[config.mk]
export PLATFORM = sky130hd
export DESIGN_NAME = tcp_vlg_tx_ingress
export DESIGN_NICKNAME = d
export VERILOG_FILES = /design/src/rtl/tcp_vlg_tx_ingress.sv
export SDC_FILE = /design/constraint.sdc
export NUM_CORES = 1
export LEC_CHECK = 0
export ABC_AREA = 0
export BUFFER_PORTS_ARGS = -buffer_cell sky130_fd_sc_hd__buf_2
export CAP_MARGIN = 10
export CORE_ASPECT_RATIO = 0.6
export CORE_MARGIN = 2
export CORE_UTILIZATION = 35
export DETAILED_ROUTE_END_ITERATION = 8
export REMOVE_ABC_BUFFERS = 1
export SKIP_CTS_REPAIR_TIMING = 1
export SLEW_MARGIN = 20
export SYNTH_ARGS = -nofsm -noshare
export SYNTH_HDL_FRONTEND = slang
export SYNTH_SLANG_ARGS = --single-unit
[constraint.sdc]
create_clock -name clk -period 14.4 [get_ports clk]
set_input_delay 0.72 -clock clk [delete_from_list [all_inputs] [get_ports clk]]
set_output_delay 0.72 -clock clk [all_outputs]
set_load 0.02 [all_outputs]
[src/rtl/tcp_vlg_tx_ingress.sv]
// TCP transmit ingress: writes user bytes into the circular tx buffer, tracks
// sequence pointers and hands segment descriptors (seq, len) to the tx controller.
module tcp_vlg_tx_ingress #(
  parameter int unsigned D_W        = 12,
  parameter int unsigned MSS        = 1460,
  parameter int unsigned WAIT_TICKS = 100
) (
  input  logic           clk,
  input  logic           rst_n,
  input  logic           connected,
  input  logic           init,
  input  logic [31:0]    init_seq,
  input  logic           flush,
  output logic           flushed,
  input  logic [31:0]    ack_seq,
  input  logic [7:0]     usr_dat,
  input  logic           usr_val,
  input  logic           usr_snd,
  output logic           usr_cts,
  output logic [D_W-1:0] ram_a,
  output logic [7:0]     ram_d,
  output logic           ram_w,
  output logic [31:0]    loc_seq,
  output logic           send,
  output logic [31:0]    send_seq,
  output logic [15:0]    send_len,
  input  logic           sent
);

  localparam int unsigned     T_W   = (WAIT_TICKS > 1) ? $clog2(WAIT_TICKS + 1) : 1;
  localparam logic [T_W-1:0]  T_MAX = T_W'(WAIT_TICKS - 1);
  localparam logic [15:0]     MSS16 = 16'(MSS);
  localparam logic [32:0]     DEPTH = 33'd1 << D_W;

  typedef enum logic [1:0] {IDLE, ACCUM, SEND, FLUSH} state_t;

  state_t         r_state;
  state_t         w_next;

  logic [31:0]    r_loc_seq;
  logic [31:0]    r_disp_seq;
  logic [31:0]    r_send_seq;
  logic [15:0]    r_send_len;
  logic [T_W-1:0] r_timer;
  logic           r_snd;
  logic           r_cts;
  logic           r_ram_w;
  logic [D_W-1:0] r_ram_a;
  logic [7:0]     r_ram_d;
  logic           r_flushed;
  logic [D_W-1:0] r_fcnt;

  logic [31:0]    w_used;
  logic [31:0]    w_diff;
  logic [15:0]    w_pend;
  logic [15:0]    w_seg_len;
  logic [15:0]    w_rest;
  logic           w_room;
  logic           w_in_flush;
  logic           w_send;
  logic           w_enter_send;
  logic           w_flush_done;
  logic           w_init;
  logic           w_acc;

  assign w_used    = r_loc_seq - ack_seq;
  // free > 2 rewritten as used < depth-2 so no signed arithmetic is needed
  assign w_room    = ({1'b0, w_used} < (DEPTH - 33'd2));
  assign w_diff    = r_loc_seq - r_disp_seq;
  assign w_pend    = w_diff[15:0];
  assign w_seg_len = (w_pend >= MSS16) ? MSS16 : w_pend;
  assign w_rest    = w_pend - r_send_len;

  assign w_flush_done = w_in_flush && (r_fcnt == '1);
  assign w_init       = init && !flush && !w_in_flush;
  assign w_acc        = usr_val && r_cts && !init && !flush && !w_in_flush;

  // State register
  always_ff @(posedge clk) begin
    if (!rst_n) begin
      r_state <= IDLE;
    end else begin
      r_state <= w_next;
    end
  end

  // Next-state logic; flush outranks init, init outranks normal flow
  always_comb begin
    w_next = r_state;
    if (r_state == FLUSH) begin
      if (w_flush_done) begin
        w_next = IDLE;
      end
    end else if (flush) begin
      w_next = FLUSH;
    end else if (init) begin
      w_next = IDLE;
    end else begin
      case (r_state)
        IDLE: begin
          if (w_pend != '0) begin
            w_next = ACCUM;
          end
        end
        ACCUM: begin
          if ((w_pend >= MSS16) || r_snd || (r_timer == T_MAX)) begin
            w_next = SEND;
          end
        end
        SEND: begin
          if (sent) begin
            w_next = (w_rest != '0) ? ACCUM : IDLE;
          end
        end
        default: w_next = IDLE;
      endcase
    end
  end

  // FSM-derived controls
  always_comb begin
    w_in_flush   = (r_state == FLUSH);
    w_send       = (r_state == SEND);
    w_enter_send = (w_next == SEND) && (r_state != SEND);
  end

  always_ff @(posedge clk) begin
    if (!rst_n) begin
      r_loc_seq  <= '0;
      r_disp_seq <= '0;
      r_send_seq <= '0;
      r_send_len <= '0;
      r_timer    <= '0;
      r_snd      <= 1'b0;
      r_cts      <= 1'b0;
      r_ram_w    <= 1'b0;
      r_ram_a    <= '0;
      r_ram_d    <= '0;
      r_flushed  <= 1'b0;
      r_fcnt     <= '0;
    end else begin
      r_ram_w   <= 1'b0;
      r_flushed <= 1'b0;
      r_cts     <= connected && !flush && !w_in_flush && w_room;
      r_snd     <= (w_init || w_enter_send) ? 1'b0 : (r_snd || usr_snd);
      r_timer   <= ((r_state == ACCUM) && (w_next == ACCUM) && !w_acc) ? r_timer + 1'b1 : '0;

      if (w_in_flush) begin
        r_ram_w <= 1'b1;
        r_ram_a <= r_fcnt;
        r_ram_d <= '0;
        r_fcnt  <= r_fcnt + 1'b1;
        if (w_flush_done) begin
          r_flushed  <= 1'b1;
          r_disp_seq <= r_loc_seq;
        end
      end else if (flush) begin
        r_fcnt <= '0;
      end else if (init) begin
        r_loc_seq  <= init_seq;
        r_disp_seq <= init_seq;
      end else begin
        if (w_acc) begin
          r_ram_w   <= 1'b1;
          r_ram_a   <= r_loc_seq[D_W-1:0];
          r_ram_d   <= usr_dat;
          r_loc_seq <= r_loc_seq + 32'd1;
        end
        if (w_enter_send) begin
          r_send_seq <= r_disp_seq;
          r_send_len <= w_seg_len;
        end
        if (w_send && sent) begin
          r_disp_seq <= r_disp_seq + 32'(r_send_len);
        end
      end
    end
  end

  assign usr_cts  = r_cts;
  assign ram_a    = r_ram_a;
  assign ram_d    = r_ram_d;
  assign ram_w    = r_ram_w;
  assign loc_seq  = r_loc_seq;
  assign send     = w_send;
  assign send_seq = r_send_seq;
  assign send_len = r_send_len;
  assign flushed  = r_flushed;

endmodule

==> metrics.log <==
[metrics] detailed-route wire length: 42.4 mm
[metrics] DRC violation count after routing: 0
[metrics] placement-stage worst setup slack: 9170 ps
[metrics] Initial Util: 35.3%
[metrics] Main synth FF type: sky130_fd_sc_hd__dfxtp_1
[metrics] run status: completed
[metrics] synthesis-stage register bit count: 157
[metrics] DRC marker count from the first detailed-route iteration: 1232
[metrics] Total GRT Usage: 23.9%
[metrics] number of cell rows: 52
[metrics] clk buf depth: 2
[metrics] worst hold path startpoint: ram_d[4]$_SDFFE_PP0P_
[metrics] worst supply voltage drop on vdd: 0.0887 mV
[metrics] sequence of cells on the critical path: inv_1 > ha_1 > fa_1 > nor2b_1 > o31ai_2 > a21oi_1 > a2111oi_0 > a311oi_1 > inv_1 > ha_1 > or3_1 > o22a_1 > and4_1 > or4_1 > a211o_1 > a211oi_4 > nor3_1
[metrics] floorplan die height: 146 um
[metrics] max_slew headroom: 24.2%
[metrics] clk slew on worst S/H paths: 70 ps
[metrics] slew at the pin closest to its max-slew limit: 1130 ps
[metrics] sequential standard cell area: 3140 um^2
[metrics] Routed Antenna Nets: 0
[metrics] share of final-layout standard cells stronger than drive strength 1: 15.5%
[metrics] number of top-level pins: 184
[metrics] mean post-synth cell area: 7.48 um^2
[metrics] CTS tree: yes
[metrics] final RePlAce weighted congestion: 0.942
[metrics] via count of the first global-routing pass: 11400
[metrics] Multi-input gate area: 7970 um^2
[metrics] fin worst setup slack: 9070 ps
[metrics] clock insertion delay at the later pin of the skew report: 450 ps
[metrics] most common cell after layout, fill and taps aside: sky130_fd_sc_hd__buf_2
[metrics] Crit path largest cell delay: 510 ps
[metrics] number of H-tree levels: 4
[metrics] Final Non-Filler Cells: 2184
[metrics] fill count: 3517
[metrics] setup TNS after final layout: 0 ps
[metrics] total of endpoints with negative setup slack in the final report: 0
[metrics] Post-Syn Area: 11800 um^2
[metrics] # port buffers: 183
[metrics] CP bufs+invs: 2
[metrics] Core Box Area: 33400 um^2
[metrics] worst min path class: register to register
[metrics] pin count of the biggest net entering global routing: 71
[metrics] fin crit share: 37.0%
[metrics] fmax: 0.188 GHz
[metrics] startpoint-to-endpoint class of the critical path: register to register
[metrics] first-pass GRT wire length: 65.5 mm
[metrics] overall die width: 241 um
[metrics] routed length per placed instance: 19.4 um
[metrics] buffer type at the clock tree root: sky130_fd_sc_hd__clkbuf_16
[metrics] Final nets: 1872
[metrics] CP Data Required Time: 14720 ps
[metrics] via count: 12500
[metrics] Setup crit end kind: register
[metrics] global route total overflow: 0
[metrics] antenna cell count: 0
[metrics] initial antenna violation count: 0
[metrics] static leakage: 5.94 nW
[metrics] Inserted Clock Buffers: 17
[metrics] final max-slew violation count: 0
[metrics] TritonRoute pass-1 iters: 6
[metrics] area growth from synthesis to layout: 16.5%
[metrics] source of the critical timing path: loc_seq[0]$_SDFFE_PN0P_
[metrics] Cell Area, Placed: 13100 um^2
[metrics] master of the slowest instance on the critical path: sky130_fd_sc_hd__dfxtp_1
[metrics] unrepaired setup endpoints after global routing: false
[metrics] post-synth cell types: 90
[metrics] power per unit of standard cell area: 105 nW/um^2
[metrics] number of max-capacitance violations reported: 0
[metrics] number of enable flip-flop cells after synthesis: 0
[metrics] top library cells by usage in the layout, fill and taps aside: sky130_fd_sc_hd__buf_2, sky130_fd_sc_hd__nor2_1, sky130_fd_sc_hd__nand2_1, sky130_fd_sc_hd__dfxtp_1, sky130_fd_sc_hd__a21oi_1
[metrics] number of cells produced by synthesis: 1579
[metrics] worst hold slack: 452 ps
[metrics] Crit path arrival time: 5650 ps
[metrics] critical path peak fanout: 8
[metrics] sink count of the clock tree: 157
[metrics] cell total after placement: 2152
[metrics] Fin. Hold Viols: 0
[metrics] async set-reset flop share out of synthesis: 0%
[metrics] number of vias per cell: 5.73
[metrics] critical path launch point type: register
[metrics] worst clock skew on the final layout: 10.4 ps
[metrics] final instance area: 13800 um^2
[metrics] fraction of the yosys area taken by sequential cells: 26.6%
[metrics] number of warnings issued by yosys: 0
[metrics] die footprint: 35300 um^2
[metrics] detailed placer's ending HPWL: 32.2 mm
[metrics] Reg-to-Reg Start: loc_seq[0]$_SDFFE_PN0P_
[metrics] cell type group with the largest total delay on the critical path: compound AO/OA/AOI/OAI gates
[metrics] shortest period the worst path allows: 5330 ps
==> worst reg2reg max path: cells and delay by family, from the launching register on <==
| kind | cells | cell delay, ps |
|---|---|---|
| buffers and inverters | 2 | 320 |
| AO/OA/AOI/OAI | 7 | 2020 |
| flip-flops | 1 | 510 |
| adder cells (fa/ha/maj) | 3 | 920 |
| AND/OR/NAND/NOR | 5 | 1410 |
==> report_power, final <==
group / switching, W / total [W] / internal, W
sequential: 0.0000244 / 0.000474 / 0.000450
clock: 0.000206 / 0.000537 / 0.000332
combinational: 0.000260 / 0.000427 / 0.000167
total: 0.000490 / 0.00144 / 0.000948
==> synthesized netlist by cell type (5+ instances only) <==
cell | n | area share (%)
sky130_fd_sc_hd__o21ai_0 | 107 | 4.5
sky130_fd_sc_hd__nor4b_1 | 6 | 0.45
sky130_fd_sc_hd__a22oi_1 | 8 | 0.51
sky130_fd_sc_hd__o22ai_1 | 8 | 0.42
sky130_fd_sc_hd__dfxtp_1 | 157 | 27
sky130_fd_sc_hd__or3_1 | 10 | 0.53
sky130_fd_sc_hd__a31o_2 | 5 | 0.37
sky130_fd_sc_hd__nor2_1 | 173 | 5.5
sky130_fd_sc_hd__a211oi_1 | 23 | 1.5
sky130_fd_sc_hd__or4_1 | 7 | 0.45
sky130_fd_sc_hd__nor3b_1 | 5 | 0.32
sky130_fd_sc_hd__o311ai_0 | 6 | 0.45
sky130_fd_sc_hd__nor2b_1 | 21 | 1.1
sky130_fd_sc_hd__a31oi_1 | 20 | 1.1
sky130_fd_sc_hd__nor4_1 | 7 | 0.37
sky130_fd_sc_hd__o21a_1 | 18 | 1.1
sky130_fd_sc_hd__and2_1 | 12 | 0.64
sky130_fd_sc_hd__o221ai_1 | 5 | 0.37
sky130_fd_sc_hd__a21o_1 | 14 | 0.89
sky130_fd_sc_hd__o21bai_1 | 7 | 0.45
sky130_fd_sc_hd__or2_2 | 5 | 0.26
sky130_fd_sc_hd__o221a_2 | 6 | 0.57
sky130_fd_sc_hd__buf_1 | 8 | 0.25
sky130_fd_sc_hd__inv_1 | 98 | 3.1
sky130_fd_sc_hd__mux2i_1 | 44 | 3.7
sky130_fd_sc_hd__nand4_1 | 12 | 0.64
sky130_fd_sc_hd__xnor2_1 | 21 | 1.6
sky130_fd_sc_hd__o31ai_1 | 14 | 0.89
sky130_fd_sc_hd__a311oi_1 | 17 | 1.3
sky130_fd_sc_hd__o211ai_1 | 31 | 2.0
sky130_fd_sc_hd__and3_1 | 30 | 1.6
sky130_fd_sc_hd__nor3_1 | 38 | 1.6
sky130_fd_sc_hd__xor2_1 | 18 | 1.3
sky130_fd_sc_hd__ha_1 | 77 | 8.2
sky130_fd_sc_hd__nand3_1 | 47 | 2.0
sky130_fd_sc_hd__a21oi_1 | 129 | 5.5
sky130_fd_sc_hd__nand2_1 | 173 | 5.5
sky130_fd_sc_hd__clkbuf_1 | 63 | 2.0
sky130_fd_sc_hd__o41ai_1 | 5 | 0.37
sky130_fd_sc_hd__a2111oi_0 | 6 | 0.45
sky130_fd_sc_hd__and4_1 | 8 | 0.59
sky130_fd_sc_hd__nand2b_1 | 20 | 1.1
==> stage by stage <==
step | utilization [%] | power (W)
2_1_floorplan | - | 0.000779
3_3_place_gp | 39.1 | 0.000893
3_5_place_dp | 39.1 | 0.000899
4_1_cts | 41.1 | 0.00143
5_1_grt | 41.1 | 0.00151
6_report | 41.1 | 0.00144
==> routing by layer <==
layer	share of wire [%]	track usage [%]
met4	2.7	8.30
met3	7.7	3.76
met5	0	0
met2	42	34.9
met1	47	35.2
==> flip-flops by register name, summed over array words and instances, names as in the netlist <==
name / count
flushed: 1
loc_seq: 32
r_disp_seq: 32
r_fcnt: 12
r_snd: 1
r_state: 2
r_timer: 7
ram_a: 12
ram_d: 8
ram_w: 1
send_len: 16
send_seq: 32
usr_cts: 1
==> path summary, 6_finish.rpt <==
check / end / slack, ps / depth (start not counted)
setup / recovery: r_timer[5]$_SDFF_PN0_ / 9070 / 17
hold / removal: ram_d[4]$_SDFFE_PP0P_ / 450 / 2
setup reg to reg: r_timer[5]$_SDFF_PN0_ / 9070 / 17
hold reg to reg: ram_d[4]$_SDFFE_PP0P_ / 450 / 2
==> cell type report <==
| type | instances | share of cell area, % |
|---|---|---|
| clock buffer | 19 | 3.22 |
| clock inverter | 13 | 1.71 |
| inverter | 99 | 2.72 |
| multi-input combinational | 1242 | 58.0 |
| sequential | 157 | 22.9 |
| tap | 459 | 4.18 |
| timing repair buffer | 195 | 7.33 |
==> cells by family (layout without fill, tap and decap cells) <==
family / count (synthesis) / count (layout) / share of synthesized area, %
and+or+nand+nor: 587 / 587 / 23.6
DFF: 157 / 157 / 26.6
muxes: 50 / 50 / 4.37
buffers and inverters: 180 / 326 / 6.07
adders and majority gates: 81 / 81 / 8.75
AOI/OAI and AO/OA: 485 / 485 / 27.7
xor gates and xnor gates: 39 / 39 / 2.89
Power figures use the tool's default switching activity.
